--- config.mk ---
export PLATFORM = sky130hd
export DESIGN_NAME = mmio_counter_ctrl
export DESIGN_NICKNAME = d
export VERILOG_FILES = /design/src/rtl/mmio_counter_ctrl.sv
export SDC_FILE = /design/constraint.sdc
export NUM_CORES = 1
export LEC_CHECK = 0
export BUFFER_PORTS_ARGS = -buffer_cell sky130_fd_sc_hd__buf_4
export CAP_MARGIN = 30
export CORE_ASPECT_RATIO = 1.5
export CORE_MARGIN = 2
export CORE_UTILIZATION = 39
export CTS_BUF_LIST = sky130_fd_sc_hd__clkbuf_8
export CTS_CLUSTER_DIAMETER = 150
export DETAILED_ROUTE_END_ITERATION = 8
export SKIP_LAST_GASP = 1
export SLEW_MARGIN = 10
export SYNTH_ARGS = -nofsm -noshare
export SYNTH_HDL_FRONTEND = slang
export SYNTH_SLANG_ARGS = --single-unit
--- constraint.sdc ---
create_clock -name clk -period 3.1 [get_ports clk]
set_clock_uncertainty 0.1 [all_clocks]
set_input_delay 0.155 -clock clk [delete_from_list [all_inputs] [get_ports clk]]
set_output_delay 0.155 -clock clk [all_outputs]
set_load 0.05 [all_outputs]
--- src/rtl/mmio_counter_ctrl.sv ---
// mmio_counter_ctrl
//
// Memory-mapped performance counter block for the memory stage. It decodes
// MMIO loads and stores in the counter window and owns four counters:
// cycle, retired instruction, retired branch and correctly predicted branch.
// Load data is registered, so it arrives one cycle after the request, the
// same as DMem. A store to the reset word clears all four counters.
//
// Register map (byte offsets from BASE_ADDR, word aligned):
//   +0x00 cycle (RO)   +0x04 instruction (RO)   +0x08 reset (WO)
//   +0x0C branch (RO)  +0x10 correct prediction (RO)
//
// Ports:
//   clk            sole clock, rising edge
//   rst            synchronous reset, active low
//   addr           MMIO byte address, qualified by re/we
//   re / we        load / store request this cycle (store data unused)
//   inst_retire    one instruction retired this cycle
//   branch_retire  the retired instruction is a conditional branch
//   branch_correct that branch was predicted correctly
//   hit            combinational: addr is a mapped word and re|we is high
//   rdata          registered load data
//   rvalid         registered; high in the cycle rdata is valid
//
// Build option: define MMIO_CNTR_SATURATE_EN to make every counter stick at
// its all-ones value instead of wrapping. Without it, counters wrap mod 2^W.

module mmio_counter_ctrl #(
    parameter int          CNTR_WIDTH = 32,
    parameter logic [31:0] BASE_ADDR  = 32'h8000_0010
) (
    input  logic                  clk,
    input  logic                  rst,
    input  logic [31:0]           addr,
    input  logic                  re,
    input  logic                  we,
    input  logic                  inst_retire,
    input  logic                  branch_retire,
    input  logic                  branch_correct,
    output logic                  hit,
    output logic [CNTR_WIDTH-1:0] rdata,
    output logic                  rvalid
);

    localparam logic [2:0] SEL_CYC  = 3'd0;
    localparam logic [2:0] SEL_INST = 3'd1;
    localparam logic [2:0] SEL_RST  = 3'd2;
    localparam logic [2:0] SEL_BR   = 3'd3;
    localparam logic [2:0] SEL_BRC  = 3'd4;
    localparam logic [2:0] SEL_NONE = 3'd7;

    localparam logic [CNTR_WIDTH-1:0] CNT_ONE = CNTR_WIDTH'(1);

    // Next value of one counter given its increment enable.
    function automatic logic [CNTR_WIDTH-1:0] cnt_next(
        input logic [CNTR_WIDTH-1:0] cur,
        input logic                  inc
    );
        if (!inc) begin
            return cur;
        end
`ifdef MMIO_CNTR_SATURATE_EN
        if (cur == {CNTR_WIDTH{1'b1}}) begin
            return cur;
        end
`endif
        return cur + CNT_ONE;
    endfunction

    logic [CNTR_WIDTH-1:0] cyc_q;
    logic [CNTR_WIDTH-1:0] inst_q;
    logic [CNTR_WIDTH-1:0] br_q;
    logic [CNTR_WIDTH-1:0] brc_q;

    logic [2:0]            sel_p0;
    logic                  clear_p0;
    logic                  load_p0;
    logic [CNTR_WIDTH-1:0] rd_val_p0;

    logic [CNTR_WIDTH-1:0] rdata_p1;
    logic                  vld_p1;

    // ---- Stage p0: address decode and read mux (combinational) ----
    // Exact word compares only, so any address with addr[1:0] != 0 misses.
    always_comb begin
        sel_p0 = SEL_NONE;
        if (addr == BASE_ADDR) begin
            sel_p0 = SEL_CYC;
        end else if (addr == BASE_ADDR + 32'h4) begin
            sel_p0 = SEL_INST;
        end else if (addr == BASE_ADDR + 32'h8) begin
            sel_p0 = SEL_RST;
        end else if (addr == BASE_ADDR + 32'hC) begin
            sel_p0 = SEL_BR;
        end else if (addr == BASE_ADDR + 32'h10) begin
            sel_p0 = SEL_BRC;
        end
    end

    assign hit      = (sel_p0 != SEL_NONE) && (re || we);
    assign clear_p0 = we && (sel_p0 == SEL_RST);
    assign load_p0  = re && (sel_p0 != SEL_NONE);

    // The mux reads the counters as they stand this cycle, so a load that
    // coincides with a clear still returns the pre-clear value. The reset
    // word is write-only and reads back as zero.
    always_comb begin
        rd_val_p0 = '0;
        case (sel_p0)
            SEL_CYC:  rd_val_p0 = cyc_q;
            SEL_INST: rd_val_p0 = inst_q;
            SEL_BR:   rd_val_p0 = br_q;
            SEL_BRC:  rd_val_p0 = brc_q;
            default:  rd_val_p0 = '0;
        endcase
    end

    // ---- Counter state ----
    // Clear wins over this cycle's increments, including the cycle count,
    // so the first cycle after the clearing store observes cyc == 0.
    always_ff @(posedge clk) begin
        if (!rst) begin
            cyc_q  <= '0;
            inst_q <= '0;
            br_q   <= '0;
            brc_q  <= '0;
        end else if (clear_p0) begin
            cyc_q  <= '0;
            inst_q <= '0;
            br_q   <= '0;
            brc_q  <= '0;
        end else begin
            cyc_q  <= cnt_next(cyc_q, 1'b1);
            inst_q <= cnt_next(inst_q, inst_retire);
            br_q   <= cnt_next(br_q, branch_retire);
            brc_q  <= cnt_next(brc_q, branch_retire && branch_correct);
        end
    end

    // ---- Stage p1: registered load response ----
    // Data is forced to zero whenever no valid load completes, so a miss or
    // an idle cycle never leaves stale counter values on rdata.
    always_ff @(posedge clk) begin
        if (!rst) begin
            vld_p1   <= 1'b0;
            rdata_p1 <= '0;
        end else if (load_p0) begin
            vld_p1   <= 1'b1;
            rdata_p1 <= rd_val_p0;
        end else begin
            vld_p1   <= 1'b0;
            rdata_p1 <= '0;
        end
    end

    assign rdata  = rdata_p1;
    assign rvalid = vld_p1;

endmodule

Yosys cells after proc, flatten, opt, wreduce, memory -nomap -nowiden --
Index checks and enable logic that the tools add are counted. W data, S select, Z words.
Storage, ports and cells: latch bits 0, memory bits (writable) 0, memories 0, bits in registers 161, output and inout bits 34, ROM bits 0
Cells by class: divide/modulo/power cells 0, multiplexer cells 19, multiply operators 0, shifts and indexed selects 0, bitwise operators 1, reduce and logical (&&, ||, !) cells 8, eq/ne operators 13, $add $sub $neg 4, order comparisons 0
Operators with widths (number):
- $eq A32 B32 Y1 const B | 5
- $add A32 B1 Y32 const B | 4
- $pmux W32 S4 | 1
- $mux W32 | 3
- $mux W3 | 4
- $mux W1 | 10
- $eq A3 B2 Y1 const B | 2
- $ne A2 B2 Y1 const B | 3
- $logic_and A1 B1 Y1 | 4
- $eq A3 B1 Y1 const B | 1
- $eq A3 B3 Y1 const B | 1
- $logic_not A3 Y1 | 1
- $ne A3 B3 Y1 const B | 1
- $mux W2 | 1
- $reduce_and A2 Y1 | 1
- $reduce_or A2 Y1 | 1
- $logic_or A1 B1 Y1 | 1
- $not A1 Y1 | 1

Longest topological paths before layout --
word-level depth 11, mapped depth 8, mapped depth without buffers 6

Worst setup path after synthesis --
No wires, ideal clock.
kind register to register, start register inst_q[0], end register inst_q[28], clock period less this slack 1954 ps, required time 2886 ps, data arrival time 1739 ps, setup slack 1146 ps, stages on the path, launching flop included 7, path buffers 0, cell sequence dfxtp_1 ha_1 nand4_1 nor4_2 nand4_1 xor2_1 nor2_1
On the way: cells in the longest elaborated chain, start to end 2
Ends and longest elaborated chain:
- start: declaration | line 71 | logic [CNTR_WIDTH-1:0] inst_q;
- start signal: assignment | line 134 | inst_q <= cnt_next(inst_q, inst_retire);
- $add A32 B1 Y32 | line 67 | return cur + CNT_ONE;
- $mux W32 | line 67
Every way passes these cells. The select of a mux whose other input is x is not followed. A chain may end at the register's enable or synchronous reset.

Worst setup path in the final report --
start register brc_q[4], end register brc_q[30]
On the way: cells in the longest elaborated chain, start to end 2
Ends and longest elaborated chain:
- start: declaration | line 73 | logic [CNTR_WIDTH-1:0] brc_q;
- start signal: assignment | line 136 | brc_q <= cnt_next(brc_q, branch_retire && branch_correct);
- $add A32 B1 Y32 | line 67
- $mux W32 | line 67
Every way passes these cells. The select of a mux whose other input is x is not followed.

==> results.toml <==
[synth]
synth_compound_area_frac = 0.06098
synth_edf_count = 0
ys_types = 38
synthSimpleGateAreaFrac = 0.2802
synth_xor_area_frac = 0.1415
yosysWarnings = 0
synth_top_area_share = 0.4303
synth_fa_ha_area_frac = 0.006682
avgSynthCellArea_um2 = 8.560
syn_area_um2 = 7490
synth_mux_area_frac = 0.04544
synth_top_cell_by_area = "dfxtp_1"
synth.area.top_cells = "dfxtp_1 (43%), xor2_1 (8.8%), nor2_1 (8.7%)"
yosysSeqAreaShare = 0.4303
yosys-top-cells-count = "nor2_1 (174), dfxtp_1 (161), xor2_1 (75), nand2_1 (68), nand4_1 (52)"
ys.flop_type = "dfxtp_1"
synth_cells = 875
synth_top_family_by_area = "simple AND/OR/NAND/NOR gates"
synth_nets = 918
synth.ff_latch_count = 161
ys_async_sr_fraction = 0
synth_most_common_cell = "nor2_1"

[power]
peakVddDrop_uv = 234.7
powerDensity_nw_per_um2 = 435.3
cellLeakagePower_nw = 3.083

[cells_and_area]
register_area_um2 = 3223
insertedDiodeCount = 0
syn2layout_area_growth_pct = 16.39
multiInputGateArea_um2 = 4023
layout.cells.non_filler = 1209
drive_above_1_share = 0.1343
final_cell_area_um2 = 8717
num-nets-final = 983
fill_cells = 1883

[placed_design]
dp_hpwl_mm = 12.62
io_buffers = 72
postPlaceCellArea_um2 = 8254
dpl.cell_count = 1171
place_congestion = 0.7945

[clock_tree]
clkLatencyLatePin_ns = 0.46
clkTransAtPathRegs_ns = 0.09
ctsLongestPathBuffers = 2
clock-sinks = 161
cts-htree-levels = 4
cts_buffers = 17
cts_resized = 0
ctsRootBufferMaster = "clkbuf_8"
cts_tree = "built"

[sta]
clock.fmax_mhz = 437.2
setup_tns_ns = 0
layout_min_cycle_time_ns = 2.287
slew_violations = 0
setup_viol = 0
hold_viol = 0
whs_ns = 0.1723
max_slew.worst_pin.slew_ns = 0.7492
fin_crit_sh = 0.7378
rsz0062_at_grt = "no"
relSlewSlack = 0.4987

[hold_path]
hold_start = "re"
hold_path.class = "in2reg"
hold_end = "rdata[0]"
whs_path_depth = 4

[critical_path]
cp.depth = 5
crit_required_ns = 3.39
critical_path_class = "reg2reg"
worstPathArrival_ns = 2.58
r2r_end = "brc_q[30]"
cp_max_fo = 8
cpPeakStageDelay_ns = 0.47
cp_slowest_cell = "or2_2"
reg2reg_from = "brc_q[4]"
path_delay_family = "simple AND/OR/NAND/NOR gates"
cp-start-kind = "flip-flop"
r2r_cells = 5
path_cells = "and4_1 -> nand4_1 -> or2_2 -> or3_1 -> a21oi_1"
worst_setup_path_end_kind = "flip-flop"
r2r_setup_slack_ns = 0.81
path_buf_inv = 0

[global_routing]
grt_max_degree = 54
grt_pass1_vias = 6060
grt_pass1_wl_mm = 29.68
antenna_found_initial = 0
grt_usage = 0.1824
overflow = 0

[floorplan]
initial_core_util = 0.3941
core_um2 = 19010
die_w_um = 117.2
dieHeight_um = 173.7
fp.dieArea_um2 = 20350
rows = 62
boundaryPins = 73

[run]
max-cap-violations = 0

[detailed_routing]
drt-vias-per-instance = 5.135
detail_route.wirelength_mm = 17.83
drt_first_pass_iters = 4
drtIter0Drc = 348
antenna_left = 0
avgRoutedWirePerCell_um = 14.75
route.detailed.drc = 0
vias = 6208

[outcome]
status = "finished, final reports clean"
[report_power, final]
group          internal (mW)  switching [mW]  total (mW)
Clock                  0.751           0.804        1.55
Combinational         0.0664          0.0817       0.148
Sequential              2.08          0.0159        2.09
[layout by cell type (no fill, tap or decap), drive strengths merged]
master and instances:
or3 1, nand4b 1, dlygate4sd3 6, and3 13, nand3 47, a22oi 32, and2 8, nor3 17
buf 86, clkinv 6, nor2b 1, nor2 174, a21oi 3, xnor2 46, or4b 1, o21a 1
inv 13, nor3b 1, xor2 75, mux2i 34, clkinvlp 1, bufinv 2, or2 1, a21o 1
ha 4, and4 18, or3b 1, nor4b 1, a21boi 1, or4 3, dfxtp 161, o21ai 34
nand2 68, a31o 1, nor4 19, nand4 52, nand2b 1, clkbuf 18
[sequential cells by signal, indices dropped and copies added, names as in the netlist]
| register | count |
|---|---|
| rdata | 32 |
| cyc_q | 32 |
| rvalid | 1 |
| inst_q | 32 |
| brc_q | 32 |
| br_q | 32 |
[area by class of cell]
type                    instances  share of cell area
clock inverters                14             0.01780
well taps                     256             0.03674
inverters                       8            0.003445
repair buffers                 92             0.08239
clock buffers                  18             0.02842
multi-input cells             660              0.4615
flip-flops and latches        161              0.3697
[worst reg2reg max path, stage by stage (launching register included)]
cell	delay [ns]
dfxtp_1	0.45
and4_1	0.32
nand4_1	0.42
or2_2	0.48
or3_1	0.31
a21oi_1	0.14
[layer usage]
layer	share of wire	GRT usage
met1	0.43	0.2232
met2	0.52	0.3223
met3	0.030	0.02622
met4	0.015	0.05833
met5	0	0
[worst max-delay path by stage]
stage | startpoint | to | slack [ns]
after CTS | addr[9] | hit | 0.81
after floorplan | inst_q[0] | inst_q[28] | 1.15
final | brc_q[4] | brc_q[30] | 0.81
after detailed placement | addr[9] | brc_q[9] | 0.69
after global routing | brc_q[5] | brc_q[30] | 0.70
after global placement | addr[9] | inst_q[5] | 0.76
[cells by family (layout without fill, tap and decap cells)]
logic type / Yosys count / after routing
compound gates: 73 / 73
mux: 34 / 34
buf+inv: 54 / 132
fa+ha+maj: 4 / 4
flops: 161 / 161
simple gates: 428 / 428
xor+xnor: 121 / 121
[stage by stage]
| stage | util | total power [mW] | worst slack, ns |
|---|---|---|---|
| 2_1_floorplan | - | 2.226 | 1.146 |
| 3_3_place_gp | 0.4343 | 2.285 | 0.7573 |
| 3_5_place_dp | 0.4343 | 2.285 | 0.6896 |
| 4_1_cts | 0.4587 | 3.841 | 0.8088 |
| 5_1_grt | 0.4587 | 3.956 | 0.6961 |
| 6_report | 0.4587 | 3.795 | 0.8127 |
[repair_timing]
| action | CTS | global route |
|---|---|---|
| setup buffers | 0 | 0 |
| hold endpoints to repair | 11 | 0 |
| hold buffers | 6 | 0 |
Note: power is estimated with default switching activity, not from simulation.
